===== config.mk =====
export PLATFORM = sky130hd
export DESIGN_NAME = random_bag_generator
export DESIGN_NICKNAME = d
export VERILOG_FILES = /design/src/rtl/random_bag_generator.sv
export SDC_FILE = /design/constraint.sdc
export NUM_CORES = 1
export LEC_CHECK = 0
export CORE_MARGIN = 8
export CORE_UTILIZATION = 28
export CTS_BUF_LIST = sky130_fd_sc_hd__clkbuf_16
export DETAILED_ROUTE_END_ITERATION = 10
export PLACE_DENSITY = 0.56
export SLEW_MARGIN = 20
export SYNTH_ARGS = -nofsm -noshare
export SYNTH_HDL_FRONTEND = slang
export SYNTH_SLANG_ARGS = --single-unit

===== constraint.sdc =====
create_clock -name clk_i -period 1.8 [get_ports clk_i]
set_clock_uncertainty 0.05 [all_clocks]
set_input_delay 0.36 -clock clk_i [delete_from_list [all_inputs] [get_ports clk_i]]
set_output_delay 0.36 -clock clk_i [all_outputs]
set_load 0.02 [all_outputs]

===== src/rtl/random_bag_generator.sv =====
// Galois-LFSR rejection sampler emitting item indices in [0, items_p) over valid/ready,
// either uniformly with replacement or as bags where every items_p draws form a permutation.
module random_bag_generator #(
    parameter int                 width_p = 16,
    parameter logic [width_p-1:0] mask_p  = 16'hB400,
    parameter int                 items_p = 7,
    localparam int                iw      = $clog2(items_p)
) (
    input  logic               clk_i,
    input  logic               reset_i,
    input  logic [width_p-1:0] seed_i,
    input  logic               seed_v_i,
    input  logic               mode_i,
    output logic               v_o,
    output logic [iw-1:0]      item_o,
    input  logic               ready_i
);

    typedef enum logic [1:0] {IDLE, DRAW, HOLD} state_t;

    localparam logic [iw:0]        items_c = (iw+1)'(items_p);
    localparam logic [items_p-1:0] one_c   = items_p'(1);

    state_t             state_q, state_d;
    logic [width_p-1:0] lfsr_q, lfsr_d;
    logic [items_p-1:0] used_q, used_d;
    logic [iw-1:0]      item_q, item_d;
    logic               v_q, v_d;

    logic [width_p-1:0] lfsr_step;
    logic [iw-1:0]      cand;
    logic [items_p-1:0] cand_bit;
    logic [items_p-1:0] used_next;
    logic               cand_ok;
    logic               used_ok;
    logic               accept;
    logic               handshake;

    assign lfsr_step = (lfsr_q >> 1) ^ (lfsr_q[0] ? mask_p : '0);
    assign cand      = lfsr_q[iw-1:0];
    // Out-of-range candidates shift the one-hot bit off the top, so they never touch used.
    assign cand_bit  = one_c << cand;
    assign used_next = used_q | cand_bit;
    assign cand_ok   = ({1'b0, cand} < items_c);
    assign used_ok   = !mode_i || ((used_q & cand_bit) == '0);
    assign accept    = (state_q == DRAW) && cand_ok && used_ok;
    assign handshake = (state_q == HOLD) && ready_i;

    always_ff @(posedge clk_i) begin
        if (reset_i) begin
            state_q <= IDLE;
            lfsr_q  <= width_p'(1);
            used_q  <= '0;
            item_q  <= '0;
            v_q     <= 1'b0;
        end else begin
            state_q <= state_d;
            lfsr_q  <= lfsr_d;
            used_q  <= used_d;
            item_q  <= item_d;
            v_q     <= v_d;
        end
    end

    always_comb begin
        state_d = state_q;
        case (state_q)
            DRAW:    if (accept)    state_d = HOLD;
            HOLD:    if (handshake) state_d = DRAW;
            default: state_d = state_q;
        endcase
        if (seed_v_i) state_d = DRAW;
    end

    always_comb begin
        lfsr_d = lfsr_q;
        used_d = used_q;
        item_d = item_q;
        v_d    = v_q;
        if (state_q != IDLE) lfsr_d = lfsr_step;
        if (accept) begin
            item_d = cand;
            v_d    = 1'b1;
            // The bag refills as soon as its last item is drawn.
            if (mode_i) used_d = (used_next == '1) ? '0 : used_next;
        end
        if (handshake) v_d = 1'b0;
        if (seed_v_i) begin
            lfsr_d = (seed_i == '0) ? width_p'(1) : seed_i;
            used_d = '0;
            v_d    = 1'b0;
        end
    end

    assign v_o    = v_q;
    assign item_o = item_q;

endmodule


==> impl_metrics.py, run 1 <==
metrics = {
    "status": {
        "status": "complete, but fails checks",
        "violations": "setup timing",
    },
    "pwr": {
        "power_mw": 1.856,
        "p_per_area_nw_per_um2": 831.1,
        "leakage_nw": 0.9103,
        "peakVddDrop_uv": 529.7,
    },
    "global_route": {
        "grt_pass1_vias": 1424,
        "grt_util_all_layers": 0.1068,
        "grt_pass1_wl_mm": 6.527,
        "grt.overflow.total": 0,
        "grt_max_degree": 27,
        "antenna_found_initial": 0,
    },
    "timing": {
        "hold_viol": 0,
        "max_slew.worst_pin.slew_ps": 380.7,
        "finalCriticalPeriod_ps": 1831,
        "max_slew_margin": 0.7439,
        "period_share": 1.017,
        "rsz0062_at_grt": "true",
        "finalSetupViolations": 7,
        "max_freq_mhz": 546.0,
        "drv_slew": 0,
        "setup_slack_ps": -31.49,
    },
    "clock_tree": {
        "cts_root_buf": "clkbuf_16",
        "htreeDepth": 2,
        "cts_tree": "built",
        "clkTransAtPathRegs_ps": 50,
        "cts_hold_buf": 0,
        "clk_path_buf_depth": 2,
        "numCtsBuffers": 5,
        "cts.sinks": 29,
        "clk_latency_ps": 270,
    },
    "drt": {
        "routedWlPerCell_um": 12.63,
        "dr_total_vias": 1457,
        "drt_iter0_markers": 92,
        "vias_per_cell": 4.793,
        "first_pass_iters": 4,
        "drc_errors": 0,
        "drt_wl_total_mm": 3.841,
        "antenna_left": 0,
    },
    "critical_path": {
        "worst-setup-path-type": "reg2reg",
        "crit_arrival_ps": 1940,
        "start_kind": "flop",
        "required_ps": 1910,
        "cp-end-kind": "flop",
        "path_max_fanout": 7,
    },
    "die": {
        "start_util": 0.2921,
        "num_rows": 26,
        "die_w_um": 89.23,
        "core_area_sq_um": 5140,
        "io_pins": 25,
        "dieArea_sq_um": 7961,
        "die_y_um": 89.23,
    },
    "synth": {
        "synth_cell_types": 37,
        "ys_seq_area_frac": 0.3867,
        "synth-seq-cells": 29,
        "syn_avg_cell_area_sq_um": 8.341,
        "synthCells": 180,
        "synth_area_sq_um": 1501,
        "synthesis.nets": 201,
        "yosys_warnings": 0,
    },
    "run": {
        "max-cap-violations": 0,
    },
    "final_layout": {
        "fin_area_sq_um": 2233,
        "fin_cells": 304,
        "antenna_cells": 0,
        "drive_gt1_frac": 0.2137,
        "final_cell_mix": "buf_4, dfxtp_1, clkdlybuf4s50_1",
        "syn_to_final_growth_pct": 48.75,
        "final_common_cell": "buf_4",
        "fillers": 549,
        "nNetsFinal": 254,
        "utilization": 0.4345,
    },
    "min_path": {
        "min_path_type": "reg2reg",
    },
    "placed_design": {
        "io_buffer_count": 24,
        "dpl.cell_count": 294,
        "placed_area_sq_um": 2058,
        "gp_congestion": 0.7458,
        "hpwl_mm": 2.780,
    },
}
==> what timing repair did <==
item,CTS,global route
gates cloned,0,0
pin swaps,0,1
setup endpoints to repair,12,18
gates resized for setup,1,6
setup buffers,1,1
==> where the power goes <==
part,switching [mW],leakage (nW),internal [mW],total [mW]
Clock,0.264,0.0776,0.494,0.759
Sequential,0.0319,0.239,0.690,0.721
Combinational,0.174,0.593,0.201,0.376
Total,0.471,0.910,1.39,1.86
==> flip-flops by register name (all words and copies together) (netlist names) <==
name,flops
item_o,3
lfsr_q,16
state_q,2
used_q,7
v_o,1
==> per-stage QoR <==
stage / TNS (ps) / setup slack (ps) / hold WS, ps
2_1_floorplan: -57.61 / -8.264 / 386.8
3_3_place_gp: -2490 / -236.2 / 407.7
3_5_place_dp: -2421 / -228.0 / 410.2
4_1_cts: -203.2 / -34.32 / 418.0
5_1_grt: -695.3 / -104.2 / 435.7
6_report: -198.0 / -31.49 / 415.5
==> synthesized netlist by cell type, drive strengths merged <==
master	number	share of area
a211oi	8	0.040
a21bo	1	0.0067
a21boi	1	0.0050
a21oi	10	0.033
a221oi	2	0.023
a22o	1	0.0058
a41o	1	0.0067
and3	2	0.0083
and3b	1	0.0058
and4b	1	0.0067
buf	2	0.011
clkbuf	10	0.025
dfxtp	29	0.39
inv	16	0.040
mux2	3	0.025
mux2i	5	0.033
nand2	4	0.010
nand2b	1	0.0042
nand3	11	0.037
nand4	1	0.014
nor2	20	0.050
nor2b	1	0.0042
nor3	4	0.013
nor3b	1	0.0050
nor4	9	0.037
o21a	7	0.035
o21ai	13	0.043
o221a	1	0.0075
o221ai	6	0.035
o22ai	2	0.0083
o31a	1	0.0058
o41ai	1	0.0058
or3	1	0.0042
xnor2	3	0.018
==> critical path, cell delays in order, from the launching register on <==
cell	delay, ps
dfxtp_4	380
mux2_4	320
a221oi_4	360
nand4_4	120
o31a_1	360
o21a_1	140
==> cell families (layout without fill, tap and decap cells) <==
logic type,after synthesis,after routing,share of synthesized area
buffers and inverters,28,82,0.07583
AND/OR/NAND/NOR,57,57,0.2000
XOR/XNOR,3,3,0.01750
flip-flops,29,29,0.3867
AO/OA/AOI/OAI,55,55,0.2617
multiplexers,8,8,0.05833
==> routing by layer <==
metal,vias up,GRT usage,routed length (um)
li1,766,-,-
met1,661,0.1334,1944
met2,25,0.1643,1740
met3,5,0.03309,117
met4,0,0.04683,39
met5,-,0,0
==> final timing paths <==
kind	startpoint	endpoint	slack [ps]	cells past startpoint
max	lfsr_q[1]$_SDFFE_PP0P_	used_q[6]$_SDFFE_PP0P_	-30	5
min	lfsr_q[6]$_SDFFE_PP0P_	lfsr_q[6]$_SDFFE_PP0P_	420	2
max reg2reg	lfsr_q[1]$_SDFFE_PP0P_	used_q[6]$_SDFFE_PP0P_	-30	5
min reg2reg	lfsr_q[6]$_SDFFE_PP0P_	lfsr_q[6]$_SDFFE_PP0P_	420	2
==> area by class of cell <==
type                       count  area [sq um]  share of cell area
timing repair buffer          58         535.5              0.2398
clock buffer                   5         125.1             0.05602
tap                           70         87.58             0.03922
multi-input combinational    123         829.5              0.3714
clock inverter                 3         11.26            0.005042
inverter                      16         60.06             0.02689
sequential                    29         584.3              0.2616
Power figures use the tool's default switching activity.
==> inputs of run 2 (changes only) <==
--- a/config.mk
+++ b/config.mk
@@ -9,7 +9,9 @@
 export CORE_UTILIZATION = 28
 export CTS_BUF_LIST = sky130_fd_sc_hd__clkbuf_16
 export DETAILED_ROUTE_END_ITERATION = 10
-export PLACE_DENSITY = 0.56
+export DONT_BUFFER_PORTS = 1
+export HOLD_SLACK_MARGIN = 0.05
+export PLACE_DENSITY = 0.5
 export SLEW_MARGIN = 20
 export SYNTH_ARGS = -nofsm -noshare
 export SYNTH_HDL_FRONTEND = slang
==> impl_metrics.py, run 2 (synthesized netlist as in run 1, its figures left out) <==
metrics = {
    "timing": {
        "hold_viol": 0,
        "setup_slack_ps": -47.97,
        "finalCriticalPeriod_ps": 1848,
        "finalSetupViolations": 7,
        "max_freq_mhz": 541.1,
        "rsz0062_at_grt": "true",
        "max_slew.worst_pin.slew_ps": 382.7,
        "period_share": 1.027,
        "drv_slew": 0,
        "timing.hold.ws_ps": 97.44,
        "setup_tns_ps": -304.2,
        "max_slew_margin": 0.7425,
    },
    "global_route": {
        "grt.overflow.total": 0,
        "grt_pass1_vias": 1313,
        "grt_pass1_wl_mm": 6.520,
        "grt_max_degree": 27,
        "grt_util_all_layers": 0.1054,
        "antenna_found_initial": 0,
    },
    "critical_path": {
        "reg2reg_from": "lfsr_q[1]$_SDFFE_PP0P_",
        "ff2ff_path_depth": 5,
        "r2r_end": "used_q[3]$_SDFFE_PP0P_",
        "r2r_setup_slack_ps": -50,
        "required_ps": 1920,
        "cp-end-kind": "flop",
        "crit_arrival_ps": 1970,
        "start_kind": "flop",
        "path_max_fanout": 7,
        "worst-setup-path-type": "reg2reg",
    },
    "die": {
        "dieArea_sq_um": 7961,
        "io_pins": 25,
        "num_rows": 26,
        "core_area_sq_um": 5140,
        "die_y_um": 89.23,
        "die_w_um": 89.23,
        "start_util": 0.2921,
    },
    "clock_tree": {
        "clk_latency_ps": 270,
        "clkTransAtPathRegs_ps": 50,
        "cts_root_buf": "clkbuf_16",
        "numCtsBuffers": 5,
        "cts_tree": "built",
        "cts.sinks": 29,
        "htreeDepth": 2,
        "clk_path_buf_depth": 2,
    },
    "min_path": {
        "hold_end": "item_o[0]$_SDFFE_PP0P_",
        "hold_path.startpoint": "reset_i",
        "min_path_cells": 1,
        "min_path_type": "in2reg",
    },
    "final_layout": {
        "syn_to_final_growth_pct": 24.33,
        "fillers": 575,
        "nNetsFinal": 216,
        "antenna_cells": 0,
        "fin_area_sq_um": 1867,
        "final_common_cell": "dfxtp_1",
        "multiInputGateArea_sq_um": 825.8,
        "final_cell_mix": "dfxtp_1, nor2_1, buf_4",
        "regMostFlops": "lfsr_q",
        "final-seq-area_sq_um": 585.6,
        "largest_reg_flops": 16,
        "drive_gt1_frac": 0.1949,
    },
    "placed_design": {
        "io_buffer_count": 0,
        "gp_congestion": 0.7494,
        "placed_area_sq_um": 1708,
        "hpwl_mm": 2.765,
    },
    "pwr": {
        "p_per_area_nw_per_um2": 943.4,
        "peakVddDrop_uv": 493.7,
        "leakage_nw": 0.7234,
    },
    "run": {
        "max-cap-violations": 0,
    },
    "drt": {
        "dr_total_vias": 1330,
        "antenna_left": 0,
        "vias_per_cell": 5.019,
        "drc_errors": 0,
        "routedWlPerCell_um": 14.44,
        "first_pass_iters": 4,
        "drt_iter0_markers": 51,
        "drt_wl_total_mm": 3.827,
    },
    "status": {
        "violations": "setup timing",
        "status": "complete, but fails checks",
    },
}
==> run 2: cell types whose count changed in the layout (fill, tap and decap cells not counted), sizes merged <==
cell,before,now
buf,34,20
clkdlybuf4s50,23,0
clkinv,0,1
dlymetal6s2s,1,0
inv,19,17
==> run 2: power breakdown <==
group | internal [mW] | switching (mW)
Combinational | 0.131 | 0.130
Sequential | 0.690 | 0.0393
Clock | 0.493 | 0.278
==> run 2: per-layer routing <==
layer  GRT usage  wire length [um]  vias to the layer above
li1            -                 -                      686
met1      0.1237              1830                      616
met2      0.1751              1752                       22
met3     0.03217               185                        6
met4     0.04079                59                        0
met5           0                 0                        -
==> run 2: metrics by stage <==
stage	total power [mW]	utilization	cells	setup slack (ps)
finish	1.761	0.3632	265	-47.97
global route	1.841	0.3632	265	-113.1
CTS	1.771	0.3608	265	4.926
detailed placement	0.9992	0.3323	257	-30.01
global placement	0.9995	0.3323	257	-2.581
floorplan	0.9142	-	180	-8.264
==> run 2: worst max-delay path by stage <==
stage	startpoint	end	slack, ps	cells after the start
CTS	lfsr_q[1]$_SDFFE_PP0P_	used_q[3]$_SDFFE_PP0P_	5	5
floorplan	lfsr_q[1]$_SDFFE_PP0P_	used_q[6]$_SDFFE_PP0P_	-8	6
global route	lfsr_q[1]$_SDFFE_PP0P_	used_q[3]$_SDFFE_PP0P_	-110	5
detailed placement	lfsr_q[1]$_SDFFE_PP0P_	used_q[3]$_SDFFE_PP0P_	-30	5
global placement	lfsr_q[0]$_SDFFE_PP1P_	item_o[0]$_SDFFE_PP0P_	-3	5
finish	lfsr_q[1]$_SDFFE_PP0P_	used_q[3]$_SDFFE_PP0P_	-50	5
==> run 2: cell type report <==
cell class                      count  area share
Tap cell                           70     0.04692
Inverter                           16     0.03217
Clock inverter                      2    0.004021
Timing Repair Buffer               20     0.09383
Clock buffer                        5     0.06702
Multi-Input combinational cell    123      0.4424
Sequential cell                    29      0.3137
==> run 2: critical path: stages, from the launching register on <==
cell and delay, ps:
dfxtp_4 380, mux2_4 310, a221oi_4 320, nand4_4 110, o31a_1 420, o21a_1 140
==> run 2: what timing repair did <==
action,in CTS,in global routing
buffers inserted,1,0
gates resized for setup,4,3
setup endpoints to repair,11,12
hold buffers,0,0
pin swaps,0,1
==> inputs of run 3 (changes only) <==
--- a/config.mk
+++ b/config.mk
@@ -10,9 +10,8 @@
 export CTS_BUF_LIST = sky130_fd_sc_hd__clkbuf_16
 export DETAILED_ROUTE_END_ITERATION = 10
 export DONT_BUFFER_PORTS = 1
-export HOLD_SLACK_MARGIN = 0.05
 export PLACE_DENSITY = 0.5
-export SLEW_MARGIN = 20
+export SLEW_MARGIN = 15
 export SYNTH_ARGS = -nofsm -noshare
 export SYNTH_HDL_FRONTEND = slang
 export SYNTH_SLANG_ARGS = --single-unit
==> results of run 3 <==
Final layout, timing and power as in run 2 (identical DEF).
